**src/rtl/force_stage_pkg.sv**
```systemverilog
// Shared types for the force/release override stage: command opcodes,
// FSM state encoding and default counter width.
package force_stage_pkg;

  typedef enum logic [1:0] {
    NOP         = 2'd0,
    FORCE       = 2'd1,
    RELEASE     = 2'd2,
    RELEASE_ALL = 2'd3
  } force_op_e;

  typedef enum logic [1:0] {
    IDLE   = 2'd0,
    FORCED = 2'd1,
    TIMED  = 2'd2
  } force_state_e;

  localparam int FORCE_CNT_W_DEFAULT = 8;

endpackage

```
**src/rtl/force_release_stage_if.sv**
```systemverilog
// Command channel of the force/release stage.
// Handshake: a command transfers on a rising clk edge where cmd_valid && cmd_ready;
// the master holds op/mask/value/hold stable while cmd_valid is high.
interface force_cmd_if
  import force_stage_pkg::*;
#(
  parameter int W     = 4,
  parameter int CNT_W = FORCE_CNT_W_DEFAULT
);
  logic             cmd_valid;
  logic             cmd_ready;
  force_op_e        cmd_op;
  logic [W-1:0]     cmd_mask;
  logic [W-1:0]     cmd_value;
  logic [CNT_W-1:0] cmd_hold;

  modport master (
    output cmd_valid, cmd_op, cmd_mask, cmd_value, cmd_hold,
    input  cmd_ready
  );

  modport slave (
    input  cmd_valid, cmd_op, cmd_mask, cmd_value, cmd_hold,
    output cmd_ready
  );
endinterface

```
**src/rtl/force_hold_timer.sv**
```systemverilog
// Shared auto-release countdown: load wins over decrement, clear wins over load.
// expire is high in the cycle the count sits at 1.
module force_hold_timer #(
  parameter int CNT_W = 8
) (
  input  logic             clk,
  input  logic             reset_l,
  input  logic             clear,
  input  logic             load,
  input  logic [CNT_W-1:0] load_val,
  output logic [CNT_W-1:0] cnt,
  output logic             expire
);
  logic [CNT_W-1:0] cnt_q, cnt_d;

  always_comb begin
    cnt_d = cnt_q;
    if (cnt_q != '0) cnt_d = cnt_q - CNT_W'(1);
    if (load)        cnt_d = load_val;
    if (clear)       cnt_d = '0;
  end

  always_ff @(posedge clk) begin
    if (!reset_l) cnt_q <= '0;
    else          cnt_q <= cnt_d;
  end

  assign cnt    = cnt_q;
  assign expire = (cnt_q == CNT_W'(1));
endmodule

```
**src/rtl/force_release_stage.sv**
```systemverilog
// Per-bit force/release override on the driver side of a bus, with NET
// (revert to driver) or VAR (retain until next write) release semantics.
module force_release_stage
  import force_stage_pkg::*;
#(
  parameter int W      = 4,
  parameter bit IS_VAR = 1'b0,
  parameter int CNT_W  = FORCE_CNT_W_DEFAULT
) (
  input  logic          clk,
  input  logic          reset_l,
  input  logic [W-1:0]  drv_data,
  input  logic          drv_we,
  force_cmd_if.slave    cmd,
  output logic [W-1:0]  out_data,
  output logic [W-1:0]  forced_mask,
  output logic          timer_busy,
  output force_state_e  dbg_state
);
  logic [W-1:0]     fmask_q, fmask_d;
  logic [W-1:0]     fval_q, fval_d;
  logic [W-1:0]     var_q, var_d;
  logic [W-1:0]     tmask_q, tmask_d;
  force_state_e     state_q, state_d;

  logic [W-1:0]     rel_mask;
  logic [W-1:0]     keep_mask;
  logic             accept;
  logic             tmr_load;
  logic             tmr_clear;
  logic             tmr_expire;
  logic [CNT_W-1:0] tmr_cnt;

  assign cmd.cmd_ready = reset_l;
  assign accept        = cmd.cmd_valid && cmd.cmd_ready;

  // Ordering within a cycle: timer expiry, then the command, then the VAR write.
  always_comb begin
    fmask_d   = fmask_q;
    fval_d    = fval_q;
    var_d     = var_q;
    tmask_d   = tmask_q;
    rel_mask  = '0;
    keep_mask = '0;
    tmr_load  = 1'b0;
    tmr_clear = 1'b0;
    state_d   = state_q;

    if (tmr_expire) begin
      if (IS_VAR) var_d = (var_d & ~tmask_q) | (fval_q & tmask_q);
      fmask_d = fmask_d & ~tmask_q;
      tmask_d = '0;
    end

    if (accept) begin
      case (cmd.cmd_op)
        FORCE: begin
          fmask_d = fmask_d | cmd.cmd_mask;
          fval_d  = (fval_d & ~cmd.cmd_mask) | (cmd.cmd_value & cmd.cmd_mask);
          if (cmd.cmd_hold != '0) begin
            tmask_d  = tmask_d | cmd.cmd_mask;
            tmr_load = 1'b1;
          end else begin
            tmask_d = tmask_d & ~cmd.cmd_mask;
          end
        end
        RELEASE:     rel_mask = cmd.cmd_mask & fmask_d;
        RELEASE_ALL: rel_mask = fmask_d;
        default:     ;
      endcase
    end

    // Write protection covers bits forced before this cycle's command and
    // still forced after its release; newly forced bits are hidden anyway.
    keep_mask = fmask_d & ~rel_mask;
    if (accept && cmd.cmd_op == FORCE) keep_mask = (fmask_q & ~(tmr_expire ? tmask_q : '0)) & ~rel_mask;

    if (IS_VAR) var_d = (var_d & ~rel_mask) | (fval_d & rel_mask);
    fmask_d = fmask_d & ~rel_mask;
    tmask_d = tmask_d & ~rel_mask;

    if (IS_VAR && drv_we) var_d = (var_d & keep_mask) | (drv_data & ~keep_mask);

    if (fmask_d == '0) tmask_d = '0;
    tmr_clear = (tmask_d == '0);

    if (fmask_d == '0)      state_d = IDLE;
    else if (tmask_d != '0) state_d = TIMED;
    else                    state_d = FORCED;
  end

  always_ff @(posedge clk) begin
    if (!reset_l) begin
      fmask_q <= '0;
      fval_q  <= '0;
      var_q   <= '0;
      tmask_q <= '0;
      state_q <= IDLE;
    end else begin
      fmask_q <= fmask_d;
      fval_q  <= fval_d;
      var_q   <= var_d;
      tmask_q <= tmask_d;
      state_q <= state_d;
    end
  end

  force_hold_timer #(.CNT_W(CNT_W)) u_timer (
    .clk      (clk),
    .reset_l  (reset_l),
    .clear    (tmr_clear),
    .load     (tmr_load),
    .load_val (cmd.cmd_hold),
    .cnt      (tmr_cnt),
    .expire   (tmr_expire)
  );

  assign out_data    = (fval_q & fmask_q) | ((IS_VAR ? var_q : drv_data) & ~fmask_q);
  assign forced_mask = fmask_q;
  assign timer_busy  = (state_q == TIMED);
  assign dbg_state   = state_q;
endmodule

```
**src/flat_wrapper.sv**
```systemverilog
// flat-port wrapper written by rule: the top's interface ports become plain ports
module force_release_stage_flat import force_stage_pkg::*;
#(
  parameter int W      = 4,
  parameter bit IS_VAR = 1'b0,
  parameter int CNT_W  = FORCE_CNT_W_DEFAULT
)
  (clk, reset_l, drv_data, drv_we, out_data, forced_mask, timer_busy, dbg_state, cmd_cmd_valid, cmd_cmd_op, cmd_cmd_mask, cmd_cmd_value, cmd_cmd_hold, cmd_cmd_ready);
  force_cmd_if #(.W(W), .CNT_W(CNT_W)) cmd_i ();
  input  logic clk;
  input  logic reset_l;
  input  logic [W-1:0] drv_data;
  input  logic drv_we;
  output logic [W-1:0] out_data;
  output logic [W-1:0] forced_mask;
  output logic timer_busy;
  output force_state_e dbg_state;
  input wire logic [$bits(cmd_i.cmd_valid)-1:0] cmd_cmd_valid;
  input wire logic [$bits(cmd_i.cmd_op)-1:0] cmd_cmd_op;
  input wire logic [$bits(cmd_i.cmd_mask)-1:0] cmd_cmd_mask;
  input wire logic [$bits(cmd_i.cmd_value)-1:0] cmd_cmd_value;
  input wire logic [$bits(cmd_i.cmd_hold)-1:0] cmd_cmd_hold;
  output wire logic [$bits(cmd_i.cmd_ready)-1:0] cmd_cmd_ready;
  assign cmd_i.cmd_valid = cmd_cmd_valid;
  assign cmd_i.cmd_op = cmd_cmd_op;
  assign cmd_i.cmd_mask = cmd_cmd_mask;
  assign cmd_i.cmd_value = cmd_cmd_value;
  assign cmd_i.cmd_hold = cmd_cmd_hold;
  assign cmd_cmd_ready = cmd_i.cmd_ready;
  force_release_stage #(.W(W), .IS_VAR(IS_VAR), .CNT_W(CNT_W)) u_core (.clk(clk), .reset_l(reset_l), .drv_data(drv_data), .drv_we(drv_we), .cmd(cmd_i), .out_data(out_data), .forced_mask(forced_mask), .timer_busy(timer_busy), .dbg_state(dbg_state));
endmodule
```
**config.mk**
```make
export PLATFORM = sky130hd
export DESIGN_NAME = force_release_stage_flat
export DESIGN_NICKNAME = d
export VERILOG_FILES = /design/src/rtl/force_stage_pkg.sv /design/src/rtl/force_release_stage_if.sv /design/src/rtl/force_hold_timer.sv /design/src/rtl/force_release_stage.sv /design/src/flat_wrapper.sv
export SDC_FILE = /design/constraint.sdc
export NUM_CORES = 1
export LEC_CHECK = 0
export BUFFER_PORTS_ARGS = -buffer_cell sky130_fd_sc_hd__buf_2
export CORE_ASPECT_RATIO = 1.2
export CORE_MARGIN = 2
export CORE_UTILIZATION = 25
export DETAILED_ROUTE_END_ITERATION = 7
export GPL_ROUTABILITY_DRIVEN = 0
export PLACE_DENSITY_LB_ADDON = 0.2
export SETUP_SLACK_MARGIN = 0.5
export SLEW_MARGIN = 30
export SYNTH_ARGS = -nofsm -noshare
export SYNTH_HDL_FRONTEND = slang
export SYNTH_SLANG_ARGS = --single-unit
```
**constraint.sdc**
```tcl
create_clock -name clk -period 3.1 [get_ports clk]
set_input_delay 0.775 -clock clk [delete_from_list [all_inputs] [get_ports clk]]
set_output_delay 0.775 -clock clk [all_outputs]
set_load 0.03 [all_outputs]
```
==> results of run 1 <==
==> stage by stage <==
stage          setup slack (ns)  instance area (sq um)
2_1_floorplan             0.647                   1310
3_3_place_gp              0.428                   1560
3_5_place_dp              0.395                   1560
4_1_cts                   0.552                   1630
5_1_grt                   0.522                   1640
6_report                  0.653                   1640
==> worst max-delay path, cell delays in order, from the launching register on <==
cell       delay (ns)
dfxtp_1          0.37
or4_4            0.68
or4b_1           0.66
or4b_1           0.23
xor2_1           0.07
a2111oi_2        0.34
==> path summary, 6_finish.rpt <==
kind / endpoint / slack [ns] / cells past startpoint
worst min register to register: register / 0.50 / 2
worst min-delay path: register / 0.50 / 2
worst max-delay path: u_core.u_timer.cnt[6] / 0.65 / 5
worst max register to register: u_core.u_timer.cnt[6] / 0.65 / 5
==> synth_stat cells <==
cell type	number	area [sq um]
or3b_2	1	8.76
or3_1	1	6.26
a22oi_1	6	45.0
mux2_2	4	45.0
ha_1	3	37.5
and2_1	1	6.26
o21ai_1	1	5.00
xor2_1	5	43.8
and4b_1	1	10.0
a211oi_1	1	7.51
nor2_1	16	60.1
nand4_1	1	6.26
clkinv_1	1	3.75
o2111ai_1	4	35.0
o211ai_1	5	37.5
clkbuf_1	3	11.3
buf_2	1	5.00
nor4_4	1	21.3
o31ai_2	1	12.5
inv_1	10	37.5
nand2_1	4	15.0
o31ai_4	3	63.8
mux2i_1	8	80.1
xnor2_1	1	8.76
buf_6	1	11.3
a41o_1	1	10.0
nand4b_1	1	8.76
a2111oi_2	2	30.0
nor3_1	7	35.0
a2bb2oi_1	4	35.0
o221ai_1	4	35.0
or4_1	3	22.5
nor2b_1	1	6.26
nor4_1	1	6.26
buf_4	1	7.51
dfxtp_1	22	440
or4b_1	2	20.0
and3_1	5	31.3
==> cell type report <==
type	count	area (sq um)
fillers	545	3370
multi-input cells	99	807
flip-flops and latches	22	442
repair buffers	39	203
well taps	60	75.1
clock buffers	3	41.3
inverters	11	41.3
clock inverters	1	30.0
==> what timing repair did <==
| item | in CTS | in global routing |
|---|---|---|
| resized for setup | 2 | 3 |
| hold buffers | 0 | 0 |
| endpoints found under the setup margin | 9 | 14 |
==> routing by layer <==
metal,wire length (microns),GRT usage [%],part of all wire [%],vias to the layer above
met4,42,4.02,1.2,0
met2,1580,19.6,46,33
met5,0,0,0,-
met1,1590,15.4,47,572
met3,197,3.03,5.8,5
li1,-,-,-,600
==> kinds of logic (layout without fill, tap and decap cells) <==
logic type / after synthesis / in the layout / synth area share (%)
xor+xnor: 6 / 6 / 4.00
simple gates: 46 / 46 / 20.1
fa+ha+maj: 3 / 3 / 2.86
compound gates: 32 / 32 / 24.1
flops: 22 / 22 / 33.6
buf+inv: 17 / 54 / 5.81
mux: 12 / 12 / 9.53
==> report_power, final <==
part           switching [mW]  leakage [nW]  total [mW]  internal, mW
sequential            0.00241         0.178       0.288         0.286
clock                  0.0976        0.0357       0.270         0.173
combinational          0.0515         0.449      0.0848        0.0333
total                   0.152         0.662       0.643         0.491
==> impl_metrics.env, run 1 <==
export IMPL_h_tree_depth=1
export IMPL_max_freq_ghz=0.409
export IMPL_status="completed"
export IMPL_die_w_microns=70.1
export IMPL_clock_path_buffers=2
export IMPL_diodes=0
export IMPL_ios=38
export IMPL_firstDrtPassIters=4
export IMPL_min_period_over_period_pct=78.9
export IMPL_dp_cells=231
export IMPL_layout_common_cells="36 x buf_2, 21 x dfxtp_1, 16 x nor2_1, 10 x inv_1"
export IMPL_overflow=0
export IMPL_clk_pin_slew_ns=0.09
export IMPL_netlist_instances=138
export IMPL_synth_seq_area_share_pct=33.6
export IMPL_vias=1210
export IMPL_drc=0
export IMPL_rsz0062_at_grt="false"
export IMPL_cp_end_kind="register"
export IMPL_cp_arrival_ns=2.62
export IMPL_layout_drive_gt1_share_pct=33.7
export IMPL_grt_max_degree=14
export IMPL_wl_microns=3410
export IMPL_skew_ns=0.00668
export IMPL_hold_violations=0
export IMPL_vdd_drop_max_uv=206
export IMPL_core_area_sq_um=5010
export IMPL_cts_setup_buffers=0
export IMPL_tightestPinTransition_ns=0.517
export IMPL_numCtsBuffers=3
export IMPL_grt_use_total_pct=12.0
export IMPL_setup_viol=0
export IMPL_power_density_nw_per_um2=392
export IMPL_yosysUniqueCellTypes=38
export IMPL_min_period_ns=2.45
export IMPL_fp_dieH_microns=83.4
export IMPL_viasPerCell=5.15
export IMPL_grt_pass1_wl_microns=5750
export IMPL_setup_tns_ns=0
export IMPL_yosys_warnings=0
export IMPL_port_buffers=36
export IMPL_antenna_found_initial=0
export IMPL_final_common_cell="buf_2"
export IMPL_slew_headroom_pct=65.3
export IMPL_r2r_start="u_core.u_timer.cnt[2]"
export IMPL_start_util_pct=26.2
export IMPL_worstSkewPairLatency_ns=0.27
export IMPL_antenna_left=0
export IMPL_area_growth_pct=24.9
export IMPL_critPathMaxFanout=10
export IMPL_drtIter0Drc=55
export IMPL_nets=205
export IMPL_startpoint="u_core.u_timer.cnt[2]"
export IMPL_crit_required_ns=3.27
export IMPL_grt_pass1_vias=1230
export IMPL_netlist_area_sq_um=1310
export IMPL_hold_path_class="reg -> reg"
export IMPL_place_hpwl_microns=2630
export IMPL_synth_seq_cells=22
export IMPL_total_power_mw=0.643
export IMPL_startpoint_type="register"
export IMPL_slew_violations=0
export IMPL_wl_per_cell_microns=14.5
export IMPL_avgSynthCellArea_sq_um=9.51
export IMPL_fin_util_pct=32.7
export IMPL_instances_no_fill=235
export IMPL_syn_num_nets=167
export IMPL_cts_root_buf="clkbuf_8"
export IMPL_row_count=28
export IMPL_whs_ns=0.500
export IMPL_die_area_sq_um=5850
export IMPL_cts_tree="done"
export IMPL_cts_sinks=22
export IMPL_cap_viol_max_count=0
export IMPL_worstSetupPathType="reg -> reg"
export IMPL_p_leak_nw=0.662
Power figures use the tool's default switching activity.
==> inputs of run 2 (changes only) <==
Clock period 3.1 ns to 2.2 ns, I/O delays scaled along.
==> run 2 against run 1 <==
  * The run now ends with negative setup slack left
  * Core utilization rose by 13 points
  * Wire length rose by 21%
  * Worst hold slack lost 0.0052 ns
  * Fmax is 6.9% higher
  * Cell count up 23%
  * Clock skew rose by 0.0013 ns
  * Non-clock buffer count up 53
  * Largest cell class unchanged
  * Sequential share of layout area shrank 6.8 points
  * Critical endpoint is now u_core.u_timer.cnt[0]
  * Global-route usage up 2.3 points
  * Total power is 38% higher
  * Highest routed layer unchanged
  * Combinational power is 130% higher
==> impl_metrics.env, run 2 (same netlist as run 1, synthesis figures left out) <==
export IMPL_diodes=0
export IMPL_total_power_mw=0.890
export IMPL_cp_end_kind="register"
export IMPL_viasPerCell=4.89
export IMPL_fin_area_sq_um=2270
export IMPL_drtIter0Drc=54
export IMPL_firstDrtPassIters=4
export IMPL_antenna_left=0
export IMPL_layout_common_cells="48 x buf_4, 33 x buf_2, 14 x dfxtp_1, 13 x nor2_1"
export IMPL_netSwitchingFraction_pct=26.2
export IMPL_hold_path_class="reg -> reg"
export IMPL_nets=258
export IMPL_status="complete, but fails checks"
export IMPL_numCtsBuffers=3
export IMPL_clkPwrFrac_pct=32.7
export IMPL_wl_microns=4130
export IMPL_power_density_nw_per_um2=392
export IMPL_critPathMaxFanout=5
export IMPL_place_hpwl_microns=3070
export IMPL_placed_area_sq_um=1920
export IMPL_crit_required_ns=2.37
export IMPL_grt_use_total_pct=14.4
export IMPL_wl_per_cell_microns=14.4
export IMPL_h_tree_depth=1
export IMPL_cp_arrival_ns=2.46
export IMPL_holdBufCountCts=0
export IMPL_p_comb_share_pct=22.1
export IMPL_worst_slack_ns=-0.0892
export IMPL_worstSetupPathType="reg -> reg"
export IMPL_die_w_microns=70.1
export IMPL_antenna_found_initial=0
export IMPL_final_common_cell="buf_4"
export IMPL_dp_cells=274
export IMPL_slew_headroom_pct=73.6
export IMPL_setup_viol=12
export IMPL_overflow=0
export IMPL_seq_power_share_pct=45.2
export IMPL_hold_violations=0
export IMPL_vias=1409
export IMPL_tightestPinTransition_ns=0.393
export IMPL_grt_max_degree=13
export IMPL_min_period_over_period_pct=104
export IMPL_cap_viol_max_count=0
export IMPL_clock_path_buffers=2
export IMPL_startpoint_type="register"
export IMPL_drc=0
export IMPL_power_switching_mw=0.233
export IMPL_slew_violations=0
export IMPL_grt_pass1_wl_microns=6780
export IMPL_cts_tree="done"
export IMPL_preCtsSetupSlack_ns=-0.190
export IMPL_die_area_sq_um=5850
export IMPL_fp_dieH_microns=83.4
export IMPL_ios=38
export IMPL_port_buffers=36
export IMPL_max_freq_ghz=0.437
export IMPL_vdd_drop_max_uv=173
export IMPL_core_area_sq_um=5010
export IMPL_p_leak_nw=0.970
export IMPL_violations="negative setup slack"
export IMPL_worstSkewPairLatency_ns=0.26
export IMPL_row_count=28
export IMPL_instances_no_fill=288
export IMPL_internal_power_mw=0.657
export IMPL_min_period_ns=2.29
export IMPL_layout_drive_gt1_share_pct=61.8
export IMPL_rsz0062_at_grt="true"
export IMPL_clk_pin_slew_ns=0.08
export IMPL_grt_pass1_vias=1491
export IMPL_start_util_pct=26.2
export IMPL_skew_ns=0.00799
export IMPL_cts_root_buf="clkbuf_8"
export IMPL_cts_sinks=22
export IMPL_area_growth_pct=72.9
[run 2: area by class of cell]
class | count | area [sq um]
Timing Repair Buffer | 92 | 674
Fill cell | 520 | 2740
Clock buffer | 4 | 55.1
Multi-Input combinational cell | 99 | 966
Sequential cell | 22 | 458
Inverter | 11 | 41.3
Tap cell | 60 | 75.1
[run 2: through the flow]
| step | utilization, % | hold WS, ns | TNS [ns] |
|---|---|---|---|
| CTS | 42.5 | 0.500 | -0.818 |
| finish | 45.3 | 0.495 | -0.676 |
| global placement | 38.4 | 0.469 | -1.50 |
| detailed placement | 38.4 | 0.481 | -1.77 |
| global route | 45.3 | 0.526 | -1.98 |
| floorplan | - | 0.454 | 0 |
[run 2: final timing paths]
| path | start | to | slack [ns] | cells after the start |
|---|---|---|---|---|
| max | u_core.u_timer.cnt[6] | u_core.u_timer.cnt[0] | -0.09 | 7 |
| min | register | register | 0.49 | 2 |
| max reg2reg | u_core.u_timer.cnt[6] | u_core.u_timer.cnt[0] | -0.09 | 7 |
| min reg2reg | register | register | 0.49 | 2 |
[run 2: timing repair]
action / in CTS / in global routing
setup endpoints to repair: 22 / 21
setup buffers: 5 / 4
gates cloned: 1 / 0
resized for setup: 25 / 24
pin swaps: 11 / 8
[run 2: power groups by stage]
stage	sequential, mW	combinational [mW]	clock (mW)
finish	0.402	0.197	0.291
global route	0.403	0.211	0.323
CTS	0.404	0.181	0.301
detailed placement	0.415	0.157	0
global placement	0.415	0.156	0
floorplan	0.421	0.0665	0
[run 2: critical path: stages (launching register included)]
cell and delay (ns):
dfxtp_2 0.32, or4_4 0.55, buf_6 0.16, o31ai_4 0.28, mux2i_2 0.11, a41o_2 0.33, buf_12 0.15, a2111oi_4 0.29
[run 2: layer usage]
metal / global-route usage (%) / up-vias / wire length [microns]
li1: - / 707 / -
met1: 15.9 / 660 / 1670
met2: 27.2 / 37 / 2240
met3: 2.06 / 5 / 170
met4: 5.24 / 0 / 52
met5: 0 / - / 0
